===== src/rtl/dmd_video_capture.sv =====
// Receives a DE/hsync/vsync/RGB stream and writes one sample per CELLxCELL block to the DMD frame RAM.
// Optional frame signature enabled by defining DMD_CAPTURE_SIG_EN.
module dmd_video_capture #(
    parameter int H_CELLS    = 128,
    parameter int V_CELLS    = 39,
    parameter int CELL       = 10,
    parameter int SAMPLE_OFS = 5,
    parameter int H_ACTIVE   = 1280,
    parameter int V_ACTIVE   = 390
) (
    input  logic        clk,
    input  logic        rst_n,
    input  logic        de,
    input  logic        hsync,
    input  logic        vsync,
    input  logic [7:0]  red,
    input  logic [7:0]  green,
    input  logic [7:0]  blue,
    output logic        wr_en,
    output logic [12:0] wr_addr,
    output logic [23:0] wr_data,
    output logic        frame_done,
    output logic        frame_ok,
    output logic        locked,
    output logic [23:0] frame_sig
);

    localparam int          SW        = (CELL > 1) ? $clog2(CELL) : 1;
    localparam logic [SW-1:0] SUB_LAST = SW'(CELL - 1);
    localparam logic [SW-1:0] SUB_OFS  = SW'(SAMPLE_OFS);
    localparam logic [SW-1:0] SUB_ONE  = SW'(1);
    localparam logic [11:0] CNT_MAX   = 12'hFFF;
    localparam logic [11:0] H_CELLS12 = 12'(H_CELLS);
    localparam logic [11:0] V_CELLS12 = 12'(V_CELLS);
    localparam logic [11:0] H_ACT12   = 12'(H_ACTIVE);
    localparam logic [11:0] V_ACT12   = 12'(V_ACTIVE);
    localparam logic [12:0] H_CELLS13 = 13'(H_CELLS);

    typedef enum logic [0:0] {WAIT_VS = 1'b0, CAPTURE = 1'b1} state_t;

    function automatic logic [11:0] sat_inc(input logic [11:0] v);
        return (v == CNT_MAX) ? v : v + 12'd1;
    endfunction

    state_t        state_r;
    logic          de_q_r, de_prev_r, vs_q_r, vs_prev_r, hs_q_unused_r;
    logic [23:0]   rgb_q_r;
    logic [SW-1:0] sub_x_r, sub_y_r, sub_x_e_s, sub_y_e_s;
    logic [11:0]   cell_x_r, cell_y_r, pix_cnt_r, line_cnt_r;
    logic [11:0]   cell_x_e_s, cell_y_e_s, pix_e_s, line_end_s;
    logic          len_err_r, len_err_end_s, frame_good_s;
    logic          vs_rise_s, de_fall_s, wr_cond_s;
    logic [12:0]   wr_addr_s;
    logic          wr_en_r, frame_done_r, frame_ok_r, locked_r;
    logic [12:0]   wr_addr_r;
    logic [23:0]   wr_data_r;

    // Stage 0: register every input pin; hsync is kept only for alignment
    always_ff @(posedge clk or negedge rst_n) begin
        if (!rst_n) begin
            de_q_r        <= 1'b0;
            de_prev_r     <= 1'b0;
            vs_q_r        <= 1'b0;
            vs_prev_r     <= 1'b0;
            hs_q_unused_r <= 1'b0;
            rgb_q_r       <= 24'h000000;
        end else begin
            de_q_r        <= de;
            de_prev_r     <= de_q_r;
            vs_q_r        <= vsync;
            vs_prev_r     <= vs_q_r;
            hs_q_unused_r <= hsync;
            rgb_q_r       <= {red, green, blue};
        end
    end

    // Effective counter values: a vs_rise restarts the frame in this very cycle
    always_comb begin
        vs_rise_s = vs_q_r & ~vs_prev_r;
        de_fall_s = ~de_q_r & de_prev_r;
        if (vs_rise_s) begin
            sub_x_e_s  = '0;
            sub_y_e_s  = '0;
            cell_x_e_s = 12'd0;
            cell_y_e_s = 12'd0;
            pix_e_s    = 12'd0;
        end else begin
            sub_x_e_s  = sub_x_r;
            sub_y_e_s  = sub_y_r;
            cell_x_e_s = cell_x_r;
            cell_y_e_s = cell_y_r;
            pix_e_s    = pix_cnt_r;
        end
        line_end_s    = de_fall_s ? sat_inc(line_cnt_r) : line_cnt_r;
        len_err_end_s = len_err_r | (de_fall_s & (pix_cnt_r != H_ACT12));
        frame_good_s  = (line_end_s == V_ACT12) && !len_err_end_s;
        wr_cond_s = (state_r == CAPTURE) && de_q_r && (sub_x_e_s == SUB_OFS) &&
                    (sub_y_e_s == SUB_OFS) && (cell_x_e_s < H_CELLS12) &&
                    (cell_y_e_s < V_CELLS12);
        wr_addr_s = 13'(cell_y_e_s) * H_CELLS13 + 13'(cell_x_e_s);
    end

    // Column counters follow de_q; row counters and length check follow de_fall
    always_ff @(posedge clk or negedge rst_n) begin
        if (!rst_n) begin
            sub_x_r    <= '0;
            cell_x_r   <= 12'd0;
            pix_cnt_r  <= 12'd0;
            sub_y_r    <= '0;
            cell_y_r   <= 12'd0;
            line_cnt_r <= 12'd0;
            len_err_r  <= 1'b0;
        end else begin
            if (de_q_r) begin
                pix_cnt_r <= sat_inc(pix_e_s);
                if (sub_x_e_s == SUB_LAST) begin
                    sub_x_r  <= '0;
                    cell_x_r <= sat_inc(cell_x_e_s);
                end else begin
                    sub_x_r  <= sub_x_e_s + SUB_ONE;
                    cell_x_r <= cell_x_e_s;
                end
            end else begin
                sub_x_r   <= '0;
                cell_x_r  <= 12'd0;
                pix_cnt_r <= 12'd0;
            end
            if (vs_rise_s) begin
                sub_y_r    <= '0;
                cell_y_r   <= 12'd0;
                line_cnt_r <= 12'd0;
                len_err_r  <= 1'b0;
            end else if (de_fall_s) begin
                line_cnt_r <= sat_inc(line_cnt_r);
                len_err_r  <= len_err_end_s;
                if (sub_y_r == SUB_LAST) begin
                    sub_y_r  <= '0;
                    cell_y_r <= sat_inc(cell_y_r);
                end else begin
                    sub_y_r <= sub_y_r + SUB_ONE;
                end
            end
        end
    end

    // Capture FSM with registered write and frame-status outputs
    always_ff @(posedge clk or negedge rst_n) begin
        if (!rst_n) begin
            state_r      <= WAIT_VS;
            wr_en_r      <= 1'b0;
            wr_addr_r    <= 13'd0;
            wr_data_r    <= 24'h000000;
            frame_done_r <= 1'b0;
            frame_ok_r   <= 1'b0;
            locked_r     <= 1'b0;
        end else begin
            wr_en_r      <= wr_cond_s;
            frame_done_r <= 1'b0;
            if (wr_cond_s) begin
                wr_addr_r <= wr_addr_s;
                wr_data_r <= rgb_q_r;
            end
            case (state_r)
                WAIT_VS: begin
                    if (vs_rise_s) state_r <= CAPTURE;
                end
                CAPTURE: begin
                    if (vs_rise_s) begin
                        frame_done_r <= 1'b1;
                        frame_ok_r   <= frame_good_s;
                        locked_r     <= frame_good_s;
                    end
                end
                default: state_r <= WAIT_VS;
            endcase
        end
    end

    assign wr_en      = wr_en_r;
    assign wr_addr    = wr_addr_r;
    assign wr_data    = wr_data_r;
    assign frame_done = frame_done_r;
    assign frame_ok   = frame_ok_r;
    assign locked     = locked_r;

`ifdef DMD_CAPTURE_SIG_EN
    logic [23:0] sig_acc_r, frame_sig_r;

    // XOR of every written word, latched when a captured frame completes
    always_ff @(posedge clk or negedge rst_n) begin
        if (!rst_n) begin
            sig_acc_r   <= 24'h000000;
            frame_sig_r <= 24'h000000;
        end else if (vs_rise_s) begin
            if (state_r == CAPTURE) frame_sig_r <= sig_acc_r;
            sig_acc_r <= 24'h000000;
        end else if (wr_cond_s) begin
            sig_acc_r <= sig_acc_r ^ rgb_q_r;
        end
    end

    assign frame_sig = frame_sig_r;
`else
    assign frame_sig = 24'h000000;
`endif

endmodule


===== config.mk =====
export PLATFORM = sky130hd
export DESIGN_NAME = dmd_video_capture
export DESIGN_NICKNAME = d
export VERILOG_FILES = /design/src/rtl/dmd_video_capture.sv
export SDC_FILE = /design/constraint.sdc
export NUM_CORES = 1
export LEC_CHECK = 0
export ABC_CLOCK_PERIOD_IN_PS = 7700
export CAP_MARGIN = 15
export CORE_MARGIN = 4
export CORE_UTILIZATION = 50
export DETAILED_ROUTE_END_ITERATION = 6
export MAX_ROUTING_LAYER = met4
export PLACE_DENSITY = 0.75
export RECOVER_POWER = 50
export SLEW_MARGIN = 20
export SYNTH_ARGS = -nofsm -noshare
export SYNTH_HDL_FRONTEND = slang
export SYNTH_SLANG_ARGS = --single-unit

===== constraint.sdc =====
create_clock -name clk -period 7.7 [get_ports clk]
set_clock_uncertainty 0.15 [all_clocks]
set_input_delay 1.925 -clock clk [delete_from_list [all_inputs] [get_ports clk]]
set_output_delay 1.925 -clock clk [all_outputs]
set_load 0.01 [all_outputs]

Yosys cells after proc, flatten, opt, wreduce, memory -nomap -nowiden
Index checks and enable logic that the tools add are counted.
{"block": "word_totals", "input_bits": 29, "elab_cells": 82, "out_inout_bits": 65, "reg_bits": 126}
{"block": "classes", "n_eq_ne": 11, "n_bitwise": 6, "muxes": 27, "add_sub_neg": 7, "reduce_logical": 11, "magnitude_cmp": 2}
{"cell": "$mux W12", "n": 15}
{"cell": "$add A12 B1 Y12 const B", "n": 4}
{"cell": "$eq A12 B12 Y1 const B", "n": 4}
{"cell": "$mux W4", "n": 7}
{"cell": "$add A13 B12 Y13", "n": 1}
{"cell": "$eq A12 B9 Y1 const B", "n": 1}
{"cell": "$lt A12 B6 Y1 const B", "n": 1}
{"cell": "$lt A12 B8 Y1 const B", "n": 1}
{"cell": "$ne A12 B11 Y1 const B", "n": 1}
{"cell": "$add A4 B1 Y4 const B", "n": 2}
{"cell": "$eq A4 B3 Y1 const B", "n": 2}
{"cell": "$eq A4 B4 Y1 const B", "n": 2}
{"cell": "$logic_and A1 B1 Y1", "n": 6}
{"cell": "$mux W1", "n": 5}
{"cell": "$reduce_bool A2 Y1", "n": 2}
{"cell": "$and A1 B1 Y1", "n": 3}
{"cell": "$reduce_and A3 Y1", "n": 1}
{"cell": "$ne A2 B2 Y1 const B", "n": 1}
{"cell": "$not A1 Y1", "n": 2}
{"cell": "$reduce_and A2 Y1", "n": 1}
{"cell": "$logic_not A1 Y1", "n": 1}
{"cell": "$or A1 B1 Y1", "n": 1}

Depth between registers and ports, before layout
{"block": "depth", "ltp_word": 8, "mapped_depth": 14, "depth_no_buf": 10}

Worst setup path after synthesis
No wires, ideal clock.
{"block": "synth_timing", "path_kind": "reg2reg", "start": "register vs_q_r", "end": "register cell_x_r[10]", "arrival_ps": 2565, "path_buffers": 3, "slack_ps": 4849, "stages_incl_launch_ff": 12, "t_required_ps": 7414, "setup_ps": 136, "period_less_slack_ps": 2851, "path_cell_list": "dfrtp_1 nand2b_4 buf_6 buf_2 buf_1 and2_1 ha_1 nand4b_4 or3_4 or3_4 nor3_2 a211oi_2"}
{"block": "synth_via", "elab_chain_len": 6, "word_cells_on_any_way": 9, "classes_between": "1 x add/sub; 2 x eq/ne; 5 x mux; 1 x bitwise"}
{"element": "from (decl)", "line_no": "46", "rtl": "logic de_q_r, de_prev_r, vs_q_r, vs_prev_r, hs_q_unused_r;"}
{"element": "from (signal assigned)", "line_no": "70", "rtl": "vs_q_r <= vsync;"}
{"element": "$and A1 B1 Y1 (*)", "line_no": "79", "rtl": "vs_rise_s = vs_q_r & ~vs_prev_r;"}
{"element": "$mux W12", "line_no": "81", "rtl": "if (vs_rise_s) begin"}
{"element": "$add A12 B1 Y12 / $eq A12 B12 Y1 (equally long branches)", "line_no": "42", "rtl": "return (v == CNT_MAX) ? v : v + 12'd1;"}
{"element": "$mux W12", "line_no": "42"}
{"element": "$mux W12 (*)", "line_no": "116", "rtl": "if (sub_x_e_s == SUB_LAST) begin"}
{"element": "$mux W12 (*)", "line_no": "114", "rtl": "if (de_q_r) begin"}
{"element": "to (signal assigned)", "line_no": "118", "rtl": "cell_x_r <= sat_inc(cell_x_e_s);"}
{"element": "to (signal assigned)", "line_no": "121", "rtl": "cell_x_r <= cell_x_e_s;"}
{"element": "to (decl)", "line_no": "49", "rtl": "logic [11:0] cell_x_r, cell_y_r, pix_cnt_r, line_cnt_r;"}
Every way passes the cells marked *; elsewhere a longest branch is shown, timed or not.
A chain may end at the register's enable or synchronous reset.

Worst setup path after layout
{"block": "layout_timing", "start": "register vs_prev_r", "end": "register wr_addr_r[10] (netlist: wr_addr[10])"}
{"block": "layout_via", "elab_chain_len": 8, "word_cells_on_any_way": 15, "classes_between": "1 x add/sub; 2 x order compare; 2 x eq/ne; 4 x mux; 2 x bitwise; 4 x reduce/logical"}
{"element": "from (decl)", "line_no": "46"}
{"element": "from (signal assigned)", "line_no": "71", "rtl": "vs_prev_r <= vs_q_r;"}
{"element": "$not A1 Y1 (*)", "line_no": "79"}
{"element": "$and A1 B1 Y1 (*)", "line_no": "79"}
{"element": "parallel branches: the longest is 6 deep, another holds $lt A12 B8 Y1"}
{"element": "to (signal assigned)", "line_no": "160", "rtl": "wr_addr_r <= wr_addr_s;"}
{"element": "to (decl)", "line_no": "55", "rtl": "logic [12:0] wr_addr_r;"}
Every way passes the cells marked *.

==> out/results.tsv <==
stage	metric	value	unit
flow_run	Max Cap Viol	3	
sta	Finish-stage setup viols	0	
power	Sw Share	22.3	%
run_status	status	finished, violations left	
floorplanning	Die H	116	um
clock_network	CTS max path bufs	2	
clock_network	Post-CTS Setup Inserts	0	
run_status	failing checks	max-capacitance violations, max-slew violations	
floorplanning	die area	13500	sq um
synth	Synth top cells by count	nand2_1, dfrtp_1, nor2_1, buf_4, xor2_1	
sta	minimum clock period	4.24	ns
critical_path	Setup crit start	vs_prev_r$_DFF_PN0_	
clock_network	# hold bufs at CTS	0	
global_routing	first-pass GRT wire length	20300	um
layout	synthesis-to-layout area growth	20.9	%
placement	Setup Slack @ Placement	4.06	ns
synth	post-synthesis mux area share	1.04	%
clock_network	CTS tree	built	
routing	Via density	5.29	
clock_network	clk_lat worst skew	0.42	ns
sta	Slew HR	-51.0	%
clock_network	root buffer cell	clkbuf_16	
critical_path	Startpoint Class	flip-flop	
synth	largest family of logic cells by synthesized area	simple AND/OR/NAND/NOR gates	
sta	Tcrit/Tclk final	55.1	%
routing	DR WL/cell	14.5	um
global_routing	largest net degree at the start of global routing	86	
power	leak pwr	3.33	nW
sta	final hold violation count	0	
routing	WL final	11800	um
critical_path	critical path endpoint category	flip-flop	
placement	I/O Buffers	68	
placement	Detail Placement HPWL	7930	um
synth	Syn Std Cell Area	5870	sq um
power	NetSw	0.362	mW
floorplanning	placeable core area	11500	sq um
synth	flops & latches, synth	126	
global_routing	vias in the first global route	4339	
synth	Synth area leader	dfrtp_1	
sta	RSZ-0062 raised after global routing	false	
power	Peak supply drop	190	uV
synth	dominant synthesized flop cell	dfrtp_1	
synth	top cells by area, synth	dfrtp_1, nand2_1, xor2_1, buf_4, nor2_1	
critical_path	worst path arrival time	4.31	ns
synth	syn avg cell area	9.96	sq um
synth	area share of fa/ha/maj cells after synthesis	3.11	%
layout	# nets final	700	
power	Power Density	228	nW/um^2
routing	initial DRC count	212	
floorplanning	die span in x	116	um
global_routing	gr usage total	19.9	%
routing	Final ANT Viol Nets	0	
global_routing	initial antenna violation count	0	
layout	Filler Cells Inserted	920	
critical_path	Worst EP required	7.77	ns
clock_network	Clock Sink Count	126	
floorplanning	Starting Density	51.2	%
routing	DR vias	4299	
critical_path	Crit Path Class	flip-flop to flip-flop	
floorplanning	IO Pins	94	
synth	post-synthesis cell count	589	
placement	GPL Wtd Cong	0.831	
layout	Ant. Diodes	0	
clock_network	Post-CTS Resized	0	
sta	measured slew at the worst slew-check pin	2.26	ns
synth	Synth Area in Compound Gates	5.71	%
clock_network	clock slew at reported path FFs	0.06	ns
power	power share of the clock group	52.3	%
worst_hold_path	min-delay worst type	flip-flop to flip-flop	
critical_path	Worst Setup EP	wr_addr[10]$_DFFE_PN0P_	
synth	Unique masters post-synth	59	
sta	Final Worst Setup Slack	3.46	ns
synth	Async SR Flop Fraction	100	%
sta	Final Max Tran Viols	132	
synth	Synth Area in Simple Gates	25.0	%
layout	non-filler cells, final	813	
clock_network	Max H-tree Level	4	
critical_path	Worst R2R End	wr_addr[10]$_DFFE_PN0P_	
synth	top-count cell post-synth	nand2_1	
critical_path	R2R depth	8	
routing	TritonRoute pass-1 iters	4	
synth	XOR/XNOR share of the synthesized area	5.22	%
sta	Sum Neg Setup Slack	0	ns
floorplanning	row cnt	39	
power	Comb pwr share	4.8	%
synth	yosys warns	0	
routing	# DRC	0	
layout	layout cells sized above 1	6.12	%
global_routing	GRT overflow	0	
power	Cell Int Power	1.26	mW
placement	placed insts	781	
clock_network	TritonCTS Buffers	17	
critical_path	reg-to-reg slack, setup	3.46	ns
sta	Fmax	236	MHz
synth	Yosys top cell area share	53.7	%
power	register share of total power	43.0	%
critical_path	RR Startpoint	vs_prev_r$_DFF_PN0_	
synth	Post-synth EDFFs	0	
critical_path	critical path peak fanout	46	
synth	post-synthesis sequential area ratio	53.7	%
[sequential cells by signal (all words and copies together), names as in the netlist, 4 cells and up]
register / flops
cell_x_r: 12
cell_y_r: 12
line_cnt_r: 12
pix_cnt_r: 12
rgb_q_r: 24
sub_x_r: 4
sub_y_r: 4
wr_addr: 13
wr_data: 24
[cell families after synthesis]
family          Yosys count
simple gates            292
xor+xnor                 35
compound gates           51
other cells               1
fa+ha+maj                14
buf+inv                  64
mux                       6
flops                   126
[per-layer routing]
layer / track usage, % / share of wire [%]
met1: 23.9 / 44
met2: 30.7 / 49
met3: 6.58 / 5.1
met4: 9.05 / 2.1
met5: - / 0
[power by group through the flow]
stage                     registers (mW)  clock network, mW  logic (mW)
after CTS                          0.697              0.860      0.0827
after floorplan                    0.704                  0      0.0546
after detailed placement           0.708                  0      0.0819
final                              0.697              0.848      0.0771
after global routing               0.699              0.891      0.0903
after global placement             0.707                  0      0.0786
[per-stage QoR]
stage | hold WS, ns | util, % | instance area, sq um | total power [mW]
floorplan | 0.224 | - | 5960 | 0.759
global placement | 0.273 | 57.1 | 6550 | 0.785
detailed placement | 0.285 | 57.1 | 6550 | 0.790
CTS | 0.291 | 62.6 | 7180 | 1.64
global route | 0.267 | 61.9 | 7100 | 1.68
finish | 0.262 | 61.9 | 7100 | 1.62
[worst max-delay path, stage by stage, from the launching register on]
cell and delay, ns:
dfrtp_1 0.37, nand2b_1 0.88, and2_0 0.56, ha_1 0.24, nand4_1 0.10, nor4_1 0.06
nand3_1 0.08, clkbuf_1 1.27, o21ai_0 0.30
[layout by cell type, fill, tap and decap left out, types with 14 or more instances in the layout]
cell type        synthesis  routed
conb_1                   1      24
nor2_1                  49      49
xor2_1                  28      28
nand3_1                 18      18
dfrtp_1                126     126
clkdlybuf4s50_1          0      41
nand4_1                 15      16
a21oi_1                 14      14
inv_1                   19      19
clkbuf_16                0      17
dlygate4sd3_1            0      26
nand2_1                127     127
[worst min-delay path by stage]
stage / startpoint / end / slack [ns] / depth (start not counted)
6_report: vs_q_r$_DFF_PN0_ / vs_prev_r$_DFF_PN0_ / 0.26 / 0
3_3_place_gp: rgb_q_r[5]$_DFF_PN0_ / wr_data[5]$_DFFE_PN0P_ / 0.27 / 2
4_1_cts: rgb_q_r[7]$_DFF_PN0_ / wr_data[7]$_DFFE_PN0P_ / 0.29 / 2
2_1_floorplan: de_q_r$_DFF_PN0_ / de_prev_r$_DFF_PN0_ / 0.22 / 0
5_1_grt: vs_q_r$_DFF_PN0_ / vs_prev_r$_DFF_PN0_ / 0.27 / 0
3_5_place_dp: rgb_q_r[18]$_DFF_PN0_ / wr_data[18]$_DFFE_PN0P_ / 0.28 / 2
[cell type report]
| class | count | area, sq um | share of cell area [%] |
|---|---|---|---|
| repair buffers | 71 | 693 | 9.77 |
| multi-input cells | 422 | 2370 | 33.4 |
| clock buffers | 19 | 443 | 6.24 |
| inverters | 19 | 71.3 | 1.00 |
| well taps | 143 | 179 | 2.52 |
| clock inverters | 13 | 188 | 2.64 |
| flip-flops and latches | 126 | 3150 | 44.4 |
(Power assumes the default switching activity.)
